$ cat src/rtl/tff_sched_pkg.sv
`default_nettype none
// ============================================================================
// Module      : tff_sched_pkg
// Description : Shared types and helpers for the toggle-bank scheduler.
//               req_width() sizes requester indices. rr_pick() performs the
//               round-robin search over an eligibility vector.
// Revision    : 1.0 - initial release
// ============================================================================
package tff_sched_pkg;

    // Upper bound on requesters supported by rr_pick (eligibility is padded
    // to this width so the function has a fixed signature).
    localparam int MAX_NREQ = 32;

    // Result of a round-robin search.
    typedef struct packed {
        logic        found;
        logic [31:0] idx;
    } pick_t;

    // Width of an index into NREQ requesters. It is never narrower than 1 bit.
    function automatic int req_width(input int n);
        return (n > 1) ? $clog2(n) : 1;
    endfunction

    // First set bit of elig, searching ptr, ptr+1, ... and wrapping at nreq.
    // ptr is always < nreq, so a single subtraction implements the wrap.
    function automatic pick_t rr_pick(input logic [MAX_NREQ-1:0] elig,
                                      input int                  nreq,
                                      input int                  ptr);
        pick_t r;
        int    idx;
        r = '0;
        for (int k = 0; k < MAX_NREQ; k++) begin
            if ((k < nreq) && !r.found) begin
                idx = ptr + k;
                if (idx >= nreq) begin
                    idx = idx - nreq;
                end
                if (elig[idx]) begin
                    r.found = 1'b1;
                    r.idx   = idx;
                end
            end
        end
        return r;
    endfunction

endpackage : tff_sched_pkg
`default_nettype wire

$ cat src/rtl/tff_cell.sv
`default_nettype none
// ============================================================================
// Module      : tff_cell
// Description : One toggle flip-flop. The synchronous clear takes priority
//               over the toggle input.
// Ports       : clk   - rising-edge clock
//               reset - asynchronous active-high reset (q -> 0)
//               clr   - synchronous clear (q -> 0)
//               t     - toggle enable
//               q     - flop state
// Revision    : 1.0 - initial release
// ============================================================================
module tff_cell (
    input  logic clk,
    input  logic reset,
    input  logic clr,
    input  logic t,
    output logic q
);

    logic q_d;
    logic q_q;

    always_comb begin
        q_d = q_q ^ t;
        if (clr) begin
            q_d = 1'b0;
        end
    end

    always_ff @(posedge clk or posedge reset) begin
        if (reset) begin
            q_q <= 1'b0;
        end else begin
            q_q <= q_d;
        end
    end

    assign q = q_q;

endmodule : tff_cell
`default_nettype wire

$ cat src/rtl/tff_toggle_scheduler.sv
`default_nettype none
// ============================================================================
// Module      : tff_toggle_scheduler
// Description : WIDTH-bit bank of toggle flops shared between NREQ
//               requesters through a round-robin arbiter. At most one grant
//               is made per cycle. The granted requester's mask drives the
//               T inputs of the bank.
// Ports       : clk       - rising-edge clock
//               reset     - asynchronous active-high reset
//               en        - arbitration enable (0 freezes grants)
//               clr       - synchronous clear of the bank; blocks grants
//               req       - per-requester toggle request
//               mask      - per-requester toggle masks, WIDTH bits each
//               ack       - one-cycle pulse, one-hot on the granted requester
//               gnt_valid - one-cycle pulse, a grant was applied last edge
//               grant_id  - index of the last granted requester (holds)
//               q         - toggle-bank state
//               grant_cnt - grants since reset, wraps silently
// Revision    : 1.0 - initial release
// ============================================================================
module tff_toggle_scheduler
    import tff_sched_pkg::*;
#(
    parameter  int NREQ  = 4,
    parameter  int WIDTH = 8,
    parameter  int CNT_W = 16,
    localparam int REQ_W = req_width(NREQ)
) (
    input  logic                    clk,
    input  logic                    reset,
    input  logic                    en,
    input  logic                    clr,
    input  logic [NREQ-1:0]         req,
    input  logic [NREQ*WIDTH-1:0]   mask,
    output logic [NREQ-1:0]         ack,
    output logic                    gnt_valid,
    output logic [REQ_W-1:0]        grant_id,
    output logic [WIDTH-1:0]        q,
    output logic [CNT_W-1:0]        grant_cnt
);

    // ------------------------------------------------------------------
    // Registered state
    // ------------------------------------------------------------------
    logic [NREQ-1:0]  ack_q,       ack_d;
    logic             gnt_valid_q, gnt_valid_d;
    logic [REQ_W-1:0] grant_id_q,  grant_id_d;
    logic [REQ_W-1:0] rr_ptr_q,    rr_ptr_d;
    logic [CNT_W-1:0] grant_cnt_q, grant_cnt_d;

    // ------------------------------------------------------------------
    // Arbitration
    // ------------------------------------------------------------------
    logic [MAX_NREQ-1:0] elig_pad;
    pick_t               pick;
    logic [REQ_W-1:0]    win;
    logic                do_grant;
    logic [WIDTH-1:0]    win_mask;
    logic [WIDTH-1:0]    t_vec;

    always_comb begin
        // A requester acked this cycle is masked. A held req therefore
        // cannot win on two consecutive edges.
        elig_pad             = '0;
        elig_pad[NREQ-1:0]   = req & ~ack_q;

        pick     = rr_pick(elig_pad, NREQ, int'(rr_ptr_q));
        win      = REQ_W'(pick.idx);

        // The clear owns the cycle: no grant is made and requests stay pending.
        do_grant = en & ~clr & pick.found;

        // The mask is sampled only when its owner actually wins.
        win_mask = mask[win*WIDTH +: WIDTH];
        t_vec    = do_grant ? win_mask : '0;

        ack_d       = '0;
        gnt_valid_d = 1'b0;
        grant_id_d  = grant_id_q;
        rr_ptr_d    = rr_ptr_q;
        grant_cnt_d = grant_cnt_q;

        if (do_grant) begin
            ack_d[win]  = 1'b1;
            gnt_valid_d = 1'b1;
            grant_id_d  = win;
            rr_ptr_d    = (win == REQ_W'(NREQ - 1)) ? '0 : win + REQ_W'(1);
            grant_cnt_d = grant_cnt_q + CNT_W'(1);
        end
    end

    always_ff @(posedge clk or posedge reset) begin
        if (reset) begin
            ack_q       <= '0;
            gnt_valid_q <= 1'b0;
            grant_id_q  <= '0;
            rr_ptr_q    <= '0;
            grant_cnt_q <= '0;
        end else begin
            ack_q       <= ack_d;
            gnt_valid_q <= gnt_valid_d;
            grant_id_q  <= grant_id_d;
            rr_ptr_q    <= rr_ptr_d;
            grant_cnt_q <= grant_cnt_d;
        end
    end

    // ------------------------------------------------------------------
    // Toggle bank
    // ------------------------------------------------------------------
    for (genvar b = 0; b < WIDTH; b++) begin : g_bank
        tff_cell u_cell (
            .clk   (clk),
            .reset (reset),
            .clr   (clr),
            .t     (t_vec[b]),
            .q     (q[b])
        );
    end

    assign ack       = ack_q;
    assign gnt_valid = gnt_valid_q;
    assign grant_id  = grant_id_q;
    assign grant_cnt = grant_cnt_q;

endmodule : tff_toggle_scheduler
`default_nettype wire
$ cat config.mk
export PLATFORM = sky130hd
export DESIGN_NAME = tff_toggle_scheduler
export DESIGN_NICKNAME = d
export VERILOG_FILES = /design/src/rtl/tff_sched_pkg.sv /design/src/rtl/tff_cell.sv /design/src/rtl/tff_toggle_scheduler.sv
export SDC_FILE = /design/constraint.sdc
export NUM_CORES = 1
export LEC_CHECK = 0
export CAP_MARGIN = 30
export CORE_MARGIN = 2
export CORE_UTILIZATION = 25
export DETAILED_ROUTE_END_ITERATION = 8
export PLACE_DENSITY_LB_ADDON = 0.25
export REMOVE_ABC_BUFFERS = 1
export SYNTH_ARGS = -nofsm -noshare
export SYNTH_HDL_FRONTEND = slang
export SYNTH_HIERARCHICAL = 1
export SYNTH_SLANG_ARGS = --single-unit
$ cat constraint.sdc
create_clock -name clk -period 3.1 [get_ports clk]
set_input_delay 0.775 -clock clk [delete_from_list [all_inputs] [get_ports clk]]
set_output_delay 0.775 -clock clk [all_outputs]
set_load 0.02 [all_outputs]
Word-level counts from Yosys, hierarchy flattened:

Index checks and enable logic that the tools add are counted.
Widths: inputs -> output; s select.

* flip-flop bits (word level): 33
* latch bits: 0
* bits in writable memories: 0
* bits in read-only memories: 0
* bits of input ports: 40
* output and inout port bits: 31
* word-level logic and storage cells: 88
* memories kept: 0

* add/sub/neg operators: 9
* $mul: 0
* divide/modulo/power cells: 0
* magnitude comparators: 10
* eq/ne operators: 1
* shifts and indexed selects: 1
* muxes and demuxes: 40
* bitwise gates (word level): 13
* reductions and logical operators: 1

Operators with widths (number)
* $mux 33: 7
* $mux 32: 7
* $lt 32x7->1 const B: 4
* $shiftx 32x6->8: 1
* $bmux 1 s5: 4
* $mux 1: 18
* $add 16x1->16 const B: 1
* $sub 3x3->4 const B: 3
* $ge 3x3->1 const B: 3
* $mux 8: 1
* $xor 1x1->1: 8
* $add 2x2->3 const B: 2
* $and 4x4->4: 1
* $mux 4: 1
* $not 4->4: 1
* $sub 2x3->4 const B: 1
* $add 2x1->3 const B: 1
* $ge 2x3->1 const B: 1
* $lt 2x3->1 const B: 1
* $add 2x1->2 const B: 1
* $and 1x1->1: 2
* $demux 1 s2: 1
* $eq 2x2->1 const B: 1
* $ge 2x1->1 const B: 1
* other kinds (3): 3

Logic depth before layout (Yosys ltp):

Gate-level depths: netlist (run 1).

* depth after elaboration: 29
* depth in mapped cells: 13
* mapped depth without buffers: 11

By module:

Netlist (run 1), hierarchy kept.

Modules (own cells, without submodules)
* tff_toggle_scheduler: instances 1, cells an instance 168, area each 1735.4 µm², seq. area each 625.6 µm²
* tff_cell: instances 8, cells an instance 4, area each 41.3 µm², seq. area each 25.0 µm²

Worst setup path before layout (run 1):

OpenSTA, ideal clock, no wires.

* path kind: input port to flip-flop
* from: in req[2]
* to: reg g_bank[0].u_cell.q_q
* setup time: 0.119 ns
* arrival: 2.968 ns
* data required time: 2.981 ns
* path slack: 0.013 ns
* cell stages on the path: 10
* path buffers: 2
* cells stage by stage: nor2b_1 buf_4 mux4_2 and2_4 a211oi_2 buf_6 mux4_1 and2_1 xnor2_1 nor2_1

* longest elaborated chain between the ends: 15
* elaborated cells on any way between the ends: 25
* those cells by class: 1 x shift; 21 x mux; 3 x bitwise

Ends and longest elaborated chain
* from (decl): RTL line tff_toggle_scheduler.sv:33 `input logic [NREQ-1:0] req,`
* $and 4x4->4 *: RTL line tff_toggle_scheduler.sv:65 `elig_pad[NREQ-1:0] = req & ~ack_q;`
* $bmux 1 s5: RTL line tff_sched_pkg.sv:40 `if (elig[idx]) begin`
* $mux 1 (not written as such) (2 in series): RTL line tff_sched_pkg.sv:40
* $mux 33 (2 in series): RTL line tff_sched_pkg.sv:40
* $mux 33: RTL line tff_sched_pkg.sv:35 `if ((k < nreq) && !r.found) begin`
* $mux 33: RTL line tff_sched_pkg.sv:40
* $mux 33: RTL line tff_sched_pkg.sv:35
* $mux 33: RTL line tff_sched_pkg.sv:40
* $mux 33 *: RTL line tff_sched_pkg.sv:35
* $shiftx 32x6->8: RTL line tff_toggle_scheduler.sv:74 `win_mask = mask[win*WIDTH +: WIDTH];`
* $mux 8 *: RTL line tff_toggle_scheduler.sv:75 `t_vec = do_grant ? win_mask : '0;`
* via t_vec[0]: RTL line tff_toggle_scheduler.sv:59 `logic [WIDTH-1:0] t_vec;`
* $xor 1x1->1 *: RTL line tff_cell.sv:25 `q_d = q_q ^ t;`
* $mux 1 *: RTL line tff_cell.sv:26 `if (clr) begin`
* via g_bank[0].u_cell.q_d: RTL line tff_cell.sv:21 `logic q_d;`
* to (signal assigned): RTL line tff_cell.sv:35 `q_q <= q_d;`
* to (decl): RTL line tff_cell.sv:22 `logic q_q;`

The timed path passes the listed nets; every way through them passes the cells marked *. The select of a mux whose other input is x is not followed.
A chain may end at the register's enable or synchronous reset.

Worst setup path after layout (run 1):

* from: in req[1]
* to: reg g_bank[0].u_cell.q_q

Same word-level chain as after synthesis.

==> qor.yml, run 1 <==
vias: 1796
synth_top_area_cell: "dfrtp_1"
drtIter0Drc: 57
wl_per_cell_um: 13.4
finalSetupViolations: 0
cts_buffer_depth: 2
areaGrowthSynthToFinish_pct: 57.7
synthCells: 200
worstHoldStart: "grant_cnt[15]"
insertion_delay_ps: 290
synthesis.area_um2: 2070
htreeDepth: 2
synthAdderAreaFrac: 0.0424
register_area_um2: 826
ys_seq_area_frac: 0.400
cp-end-kind: "flop"
die_x_um: 94.9
skew_ps: 13.7
rows: 33
die_h_um: 94.9
hold_class: "flop to flop"
diodes: 0
stdcell_count: 405
reg2reg_slack_ps: 290
vias_per_cell: 4.43
slew_headroom: 0.698
synth_compound_area_frac: 0.0854
reg2reg_from: "rr_ptr_q[1]"
setup_tns_ps: 0
rsz0062_at_grt: "false"
dp.cells: 395
finalWorstSetupSlack_ps: 150
grt_overflow: 0
fin_nets: 346
synth_top_area_share: 0.400
synth_top_family_by_area: "simple AND/OR/NAND/NOR gates"
cts_root_buf: "clkbuf_8"
multi_input_area_um2: 1210
fillers: 828
drv_slew: 0
synthTopCellsByArea: "dfrtp_1 40%, mux4_1 7.6%, xnor2_1 6.8%, ha_1 4.2%, and2_1 3.9%"
r2r_cells: 11
cellLeakagePower_nw: 1.46
ys_ff_latch: 33
crit_type: "input pin to flop"
clkSinkCount: 33
die-area_um2: 9010
grt_first_pass_wirelength_um: 9380
grt_pass1_vias: 1910
avgSynthCellArea_um2: 10.3
whs_path_depth: 1
crit_required_ps: 3260
core_um2: 8090
yosysUniqueCellTypes: 43
synth_simple_gate_area_frac: 0.204
post-place-ws_ps: -425
cts.clk_slew.worst_paths_ps: 80
antenna_found_initial: 0
min_period_ps: 2950
io_pins: 71
arrival_ps: 3110
maxCapViolCount: 0
timing.fmax_ghz: 0.339
place.port_buffers: 70
yosys_warnings: 6
crit_path_max_fanout: 5
drc: 0
start_util: 0.255
cts_hold_buf: 0
startpoint_type: "input pin"
power_w: 0.00314
dpl.hpwl_um: 4010
place_congestion: 0.722
worstHoldEndpoint: "grant_cnt[15]"
muxShareOfSynthArea: 0.119
gr-usage-all-layers: 0.135
status: "finished clean"
cts_buffers: 5
drive_gt1_frac: 0.230
most-common-layout-cells: "66 x clkdlybuf4s50_1, 33 x dfrtp_1, 27 x buf_4"
synth_xor_area_frac: 0.0975
drtAntennaViolNets: 0
tightest_slew_ps: 441
peakVddDrop_mv: 0.449
drt-total-wl_um: 5410
cts_tree: "done"
grt_max_degree: 26
first_pass_iters: 4
mostFrequentLayoutCell: "clkdlybuf4s50_1"
hold_viol: 0
cellPowerDensity_nw_per_um2: 964
finalCritPeriodShare: 0.952
rr_endpoint: "g_bank[0].u_cell/q"
[timing repair]
| action | 4_1_cts | 5_1_grt |
|---|---|---|
| gates resized for setup | 33 | 0 |
| setup endpoints to repair | 8 | 0 |
| buffers inserted | 1 | 0 |
[layout make-up]
cell class | instances | area share
Clock buffer | 6 | 0.0254
Clock inverter | 2 | 0.00423
Tap cell | 105 | 0.0403
Multi-Input combinational cell | 144 | 0.370
Timing Repair Buffer | 100 | 0.289
Inverter | 15 | 0.0173
Sequential cell | 33 | 0.254
[logic make-up after synthesis]
| logic type | Yosys count |
|---|---|
| AO/OA/AOI/OAI | 22 |
| flip-flops | 33 |
| adder cells (fa/ha/maj) | 7 |
| XOR/XNOR | 23 |
| buffers and inverters | 23 |
| AND/OR/NAND/NOR | 81 |
| multiplexers | 11 |
[routing by layer]
metal / global-route usage / vias to the layer above / routed length (um)
met5: 0 / - / 0
met3: 0.0375 / 6 / 304
li1: - / 881 / -
met4: 0.0326 / 0 / 54
met1: 0.171 / 864 / 2400
met2: 0.227 / 45 / 2650
[how the worst max path moves through the flow]
stage                      from                 end  cells past startpoint
floorplan           rr_ptr_q[0]  g_bank[0].u_cell/q                      9
global placement         req[1]  g_bank[5].u_cell/q                     10
detailed placement       req[1]  g_bank[0].u_cell/q                     10
CTS                      req[1]  g_bank[5].u_cell/q                     10
global route             req[1]  g_bank[4].u_cell/q                     12
finish                   req[1]  g_bank[0].u_cell/q                     10
[power by group]
| group | total [W] | switching [W] | internal, W |
|---|---|---|---|
| logic | 0.00211 | 0.000937 | 0.00118 |
| registers | 0.000687 | 0.000130 | 0.000557 |
| clock network | 0.000340 | 0.000160 | 0.000180 |
[state kept, by name (all words and copies together) (netlist names)]
register         count
grant_cnt           16
g_bank.u_cell/q      8
ack                  4
rr_ptr_q             2
grant_id             2
gnt_valid            1
[worst max-delay path, stage by stage]
cell	delay (ps)
dlygate4sd2_1	240
nor2b_4	130
mux4_2	480
and2_4	170
a211oi_4	290
buf_6	180
mux4_2	500
and2_4	160
xnor2_2	120
nor2_1	50
[cells in the mapped netlist]
| master | number |
|---|---|
| a2111o_1 | 1 |
| a2111oi_0 | 1 |
| a211oi_2 | 1 |
| a21oi_1 | 1 |
| a21oi_2 | 1 |
| a22o_1 | 1 |
| a22oi_1 | 1 |
| a2bb2oi_1 | 1 |
| and2_1 | 13 |
| and2_4 | 1 |
| and3_1 | 4 |
| buf_1 | 1 |
| buf_2 | 2 |
| buf_4 | 1 |
| buf_6 | 2 |
| clkbuf_1 | 2 |
| dfrtp_1 | 33 |
| ha_1 | 7 |
| inv_1 | 15 |
| mux2_2 | 1 |
| mux2i_1 | 1 |
| mux4_1 | 6 |
| mux4_2 | 3 |
| nand2_1 | 15 |
| nand2b_1 | 3 |
| nand3_1 | 5 |
| nand4_1 | 3 |
| nand4b_1 | 1 |
| nor2_1 | 18 |
| nor2b_1 | 6 |
| nor3_1 | 6 |
| nor3b_1 | 3 |
| nor4_1 | 2 |
| o21ai_0 | 6 |
| o21ai_2 | 1 |
| o21ba_2 | 1 |
| o22ai_1 | 2 |
| o22ai_4 | 1 |
| o2bb2ai_1 | 1 |
| o31ai_1 | 2 |
| or2b_1 | 1 |
| xnor2_1 | 16 |
| xor2_1 | 7 |
[per-stage QoR]
step,utilization,area [um2],hold slack [ps]
after floorplan,-,2010,504
final,0.402,3260,471
after global routing,0.402,3260,505
after CTS,0.402,3260,477
after global placement,0.379,3070,459
after detailed placement,0.379,3070,466
Power figures use the tool's default switching activity.
==> run 2: changes to the inputs <==
--- a/config.mk
+++ b/config.mk
@@ -13,5 +13,4 @@
 export REMOVE_ABC_BUFFERS = 1
 export SYNTH_ARGS = -nofsm -noshare
 export SYNTH_HDL_FRONTEND = slang
-export SYNTH_HIERARCHICAL = 1
 export SYNTH_SLANG_ARGS = --single-unit
==> run 2 against run 1 <==
Net effect:
- setup slack improved by 76 ps
- flip-flop and latch count stayed put
- cell count is the same
- critical path depth decreased by 1
- power decreased by 8.0%
- sequential power fell by 7.4%
- register-to-register slack got worse by 60 ps
- non-clock buffer count shrank 4
- via count up 4.3%
- critical path type is now flop to flop
- largest cell class unchanged
==> qor.yml, run 2 <==
status: "finished clean"
drtAntennaViolNets: 0
clkSinkCount: 33
cts_buffer_depth: 2
most-common-layout-cells: "66 x clkdlybuf4s50_1, 33 x dfrtp_1, 24 x buf_4"
finalSetupViolations: 0
grt_overflow: 0
drv_slew: 0
cts_root_buf: "clkbuf_8"
timing.fmax_ghz: 0.348
peakVddDrop_mv: 0.431
maxCapViolCount: 0
drc: 0
cellLeakagePower_nw: 1.45
place_congestion: 0.817
avgSynthCellArea_um2: 10.6
holdWs_ps: 476
cts_hold_buf: 0
wl_per_cell_um: 13.8
synthTopCellsByArea: "dfrtp_1 37%, mux2i_1 6.2%, xnor2_1 5.5%, ha_1 3.9%, buf_4 3.0%"
areaGrowthSynthToFinish_pct: 48.5
ys_ff_latch: 33
synthesis.area_um2: 2250
io_pins: 71
power_w: 0.00289
htreeDepth: 2
hold_class: "flop to flop"
synth_edf_count: 0
gr-usage-all-layers: 0.117
tightest_slew_ps: 425
rows: 34
drive_gt1_frac: 0.205
place.port_buffers: 70
crit_type: "flop to flop"
cts_tree: "done"
grt_max_degree: 34
grt_pass1_vias: 1903
yosysUniqueCellTypes: 52
vias_per_cell: 4.62
arrival_ps: 3040
min_period_ps: 2870
hold_viol: 0
synth_top_area_share: 0.367
rsz0062_at_grt: "false"
synth_top_area_cell: "dfrtp_1"
fin_nets: 343
cts_buffers: 5
slew_headroom: 0.717
die_x_um: 98.9
yosys_warnings: 0
core_um2: 8720
insertion_delay_ps: 280
start_util: 0.258
vias: 1873
crit_required_ps: 3260
die-area_um2: 9770
synth_top_flop_cell: "dfrtp_1"
cp-end-kind: "flop"
startpoint_type: "flop"
largest_reg_flops: 16
cts.clk_slew.worst_paths_ps: 70
synthCells: 213
crit_path_max_fanout: 6
cellPowerDensity_nw_per_um2: 865
antenna_found_initial: 0
synth-async-reset-ratio: 1.00
yosysMostFrequentCell: "dfrtp_1"
synthTopCellsByCount: "33 x dfrtp_1, 16 x nor2_1, 14 x mux2i_1, 14 x xnor2_1, 11 x nand2_1"
finalCritPeriodShare: 0.927
ys_seq_area_frac: 0.367
mostFrequentLayoutCell: "clkdlybuf4s50_1"
first_pass_iters: 4
dpl.hpwl_um: 4190
drtIter0Drc: 41
die_h_um: 98.9
skew_ps: 6.53
drt-total-wl_um: 5600
grt_first_pass_wirelength_um: 9440
diodes: 0
-- run 2: cell count changes in the layout (fill, tap and decap cells not counted), moves of 5 or more --
cell	delta
and2_4	-8
mux2_1	+5
inv_1	-11
xor2_1	-6
mux4_2	-7
nand4_1	+5
and2b_1	+7
xnor2_2	-5
o22ai_2	+5
mux2i_1	+10
mux2_2	+5
-- run 2: power by group --
part / switching [W] / leakage, nW / total (W) / internal, W
combinational: 0.000861 / 0.957 / 0.00183 / 0.000973
clock: 0.000156 / 0.0574 / 0.000418 / 0.000261
sequential: 0.0000996 / 0.435 / 0.000636 / 0.000537
-- run 2: metrics by stage --
stage	TNS [ps]	instances	area (um2)	setup WS (ps)	utilization
CTS	0	404	3280	30.9	0.376
global route	0	405	3340	90.6	0.383
finish	0	405	3340	226	0.383
detailed placement	-3560	395	3110	-380	0.357
global placement	-3150	395	3110	-331	0.357
floorplan	-1820	193	2090	-267	-
-- run 2: kinds of logic (layout without fill, tap and decap cells) --
family,Yosys count,after routing,synth area share
buffers and inverters,26,110,0.0851
multiplexers,29,29,0.156
adder cells (fa/ha/maj),7,7,0.0389
flip-flops,33,33,0.367
XOR/XNOR,15,15,0.0584
AND/OR/NAND/NOR,77,77,0.214
AO/OA/AOI/OAI,26,26,0.0812
-- run 2: worst max-delay path, stage by stage, from the launching register on --
cell      delay [ps]
dfrtp_1          340
inv_1            100
ha_1             330
mux4_2           520
and4_4           180
or4_4            550
clkinv_4          70
nand3b_4         140
o22ai_2          220
mux2_4           310
-- run 2: final timing paths --
kind,to,start,slack [ps],cells past startpoint
setup / recovery,g_bank[7].u_cell.q,rr_ptr_q[0],230,9
hold / removal,grant_cnt[15],grant_cnt[15],480,1
setup reg to reg,g_bank[7].u_cell.q,rr_ptr_q[0],230,9
hold reg to reg,grant_cnt[15],grant_cnt[15],480,1
max in group asynchronous,ack[1],reset,1910,3
min in group asynchronous,grant_cnt[11],reset,880,3
-- run 2: what timing repair did --
item | 4_1_cts | 5_1_grt
resized for setup | 7 | 11
endpoints found under the setup margin | 8 | 8
pin swaps | 6 | 2
setup buffers | 1 | 1
-- run 2: area by class of cell --
cell class | instances | area, um2
well taps | 108 | 135
multi-input cells | 154 | 1310
clock buffers | 6 | 82.6
clock inverters | 2 | 37.5
repair buffers | 96 | 922
fillers | 881 | 5380
inverters | 6 | 27.5
flip-flops and latches | 33 | 826
-- run 2: routing by layer --
layer / GRT usage / share of wire / wire (um) / vias up
li1: - / - / - / 923
met1: 0.169 / 0.47 / 2610 / 891
met2: 0.172 / 0.46 / 2590 / 54
met3: 0.0369 / 0.067 / 373 / 5
met4: 0.0242 / 0.0052 / 29 / 0
met5: 0 / 0 / 0 / -
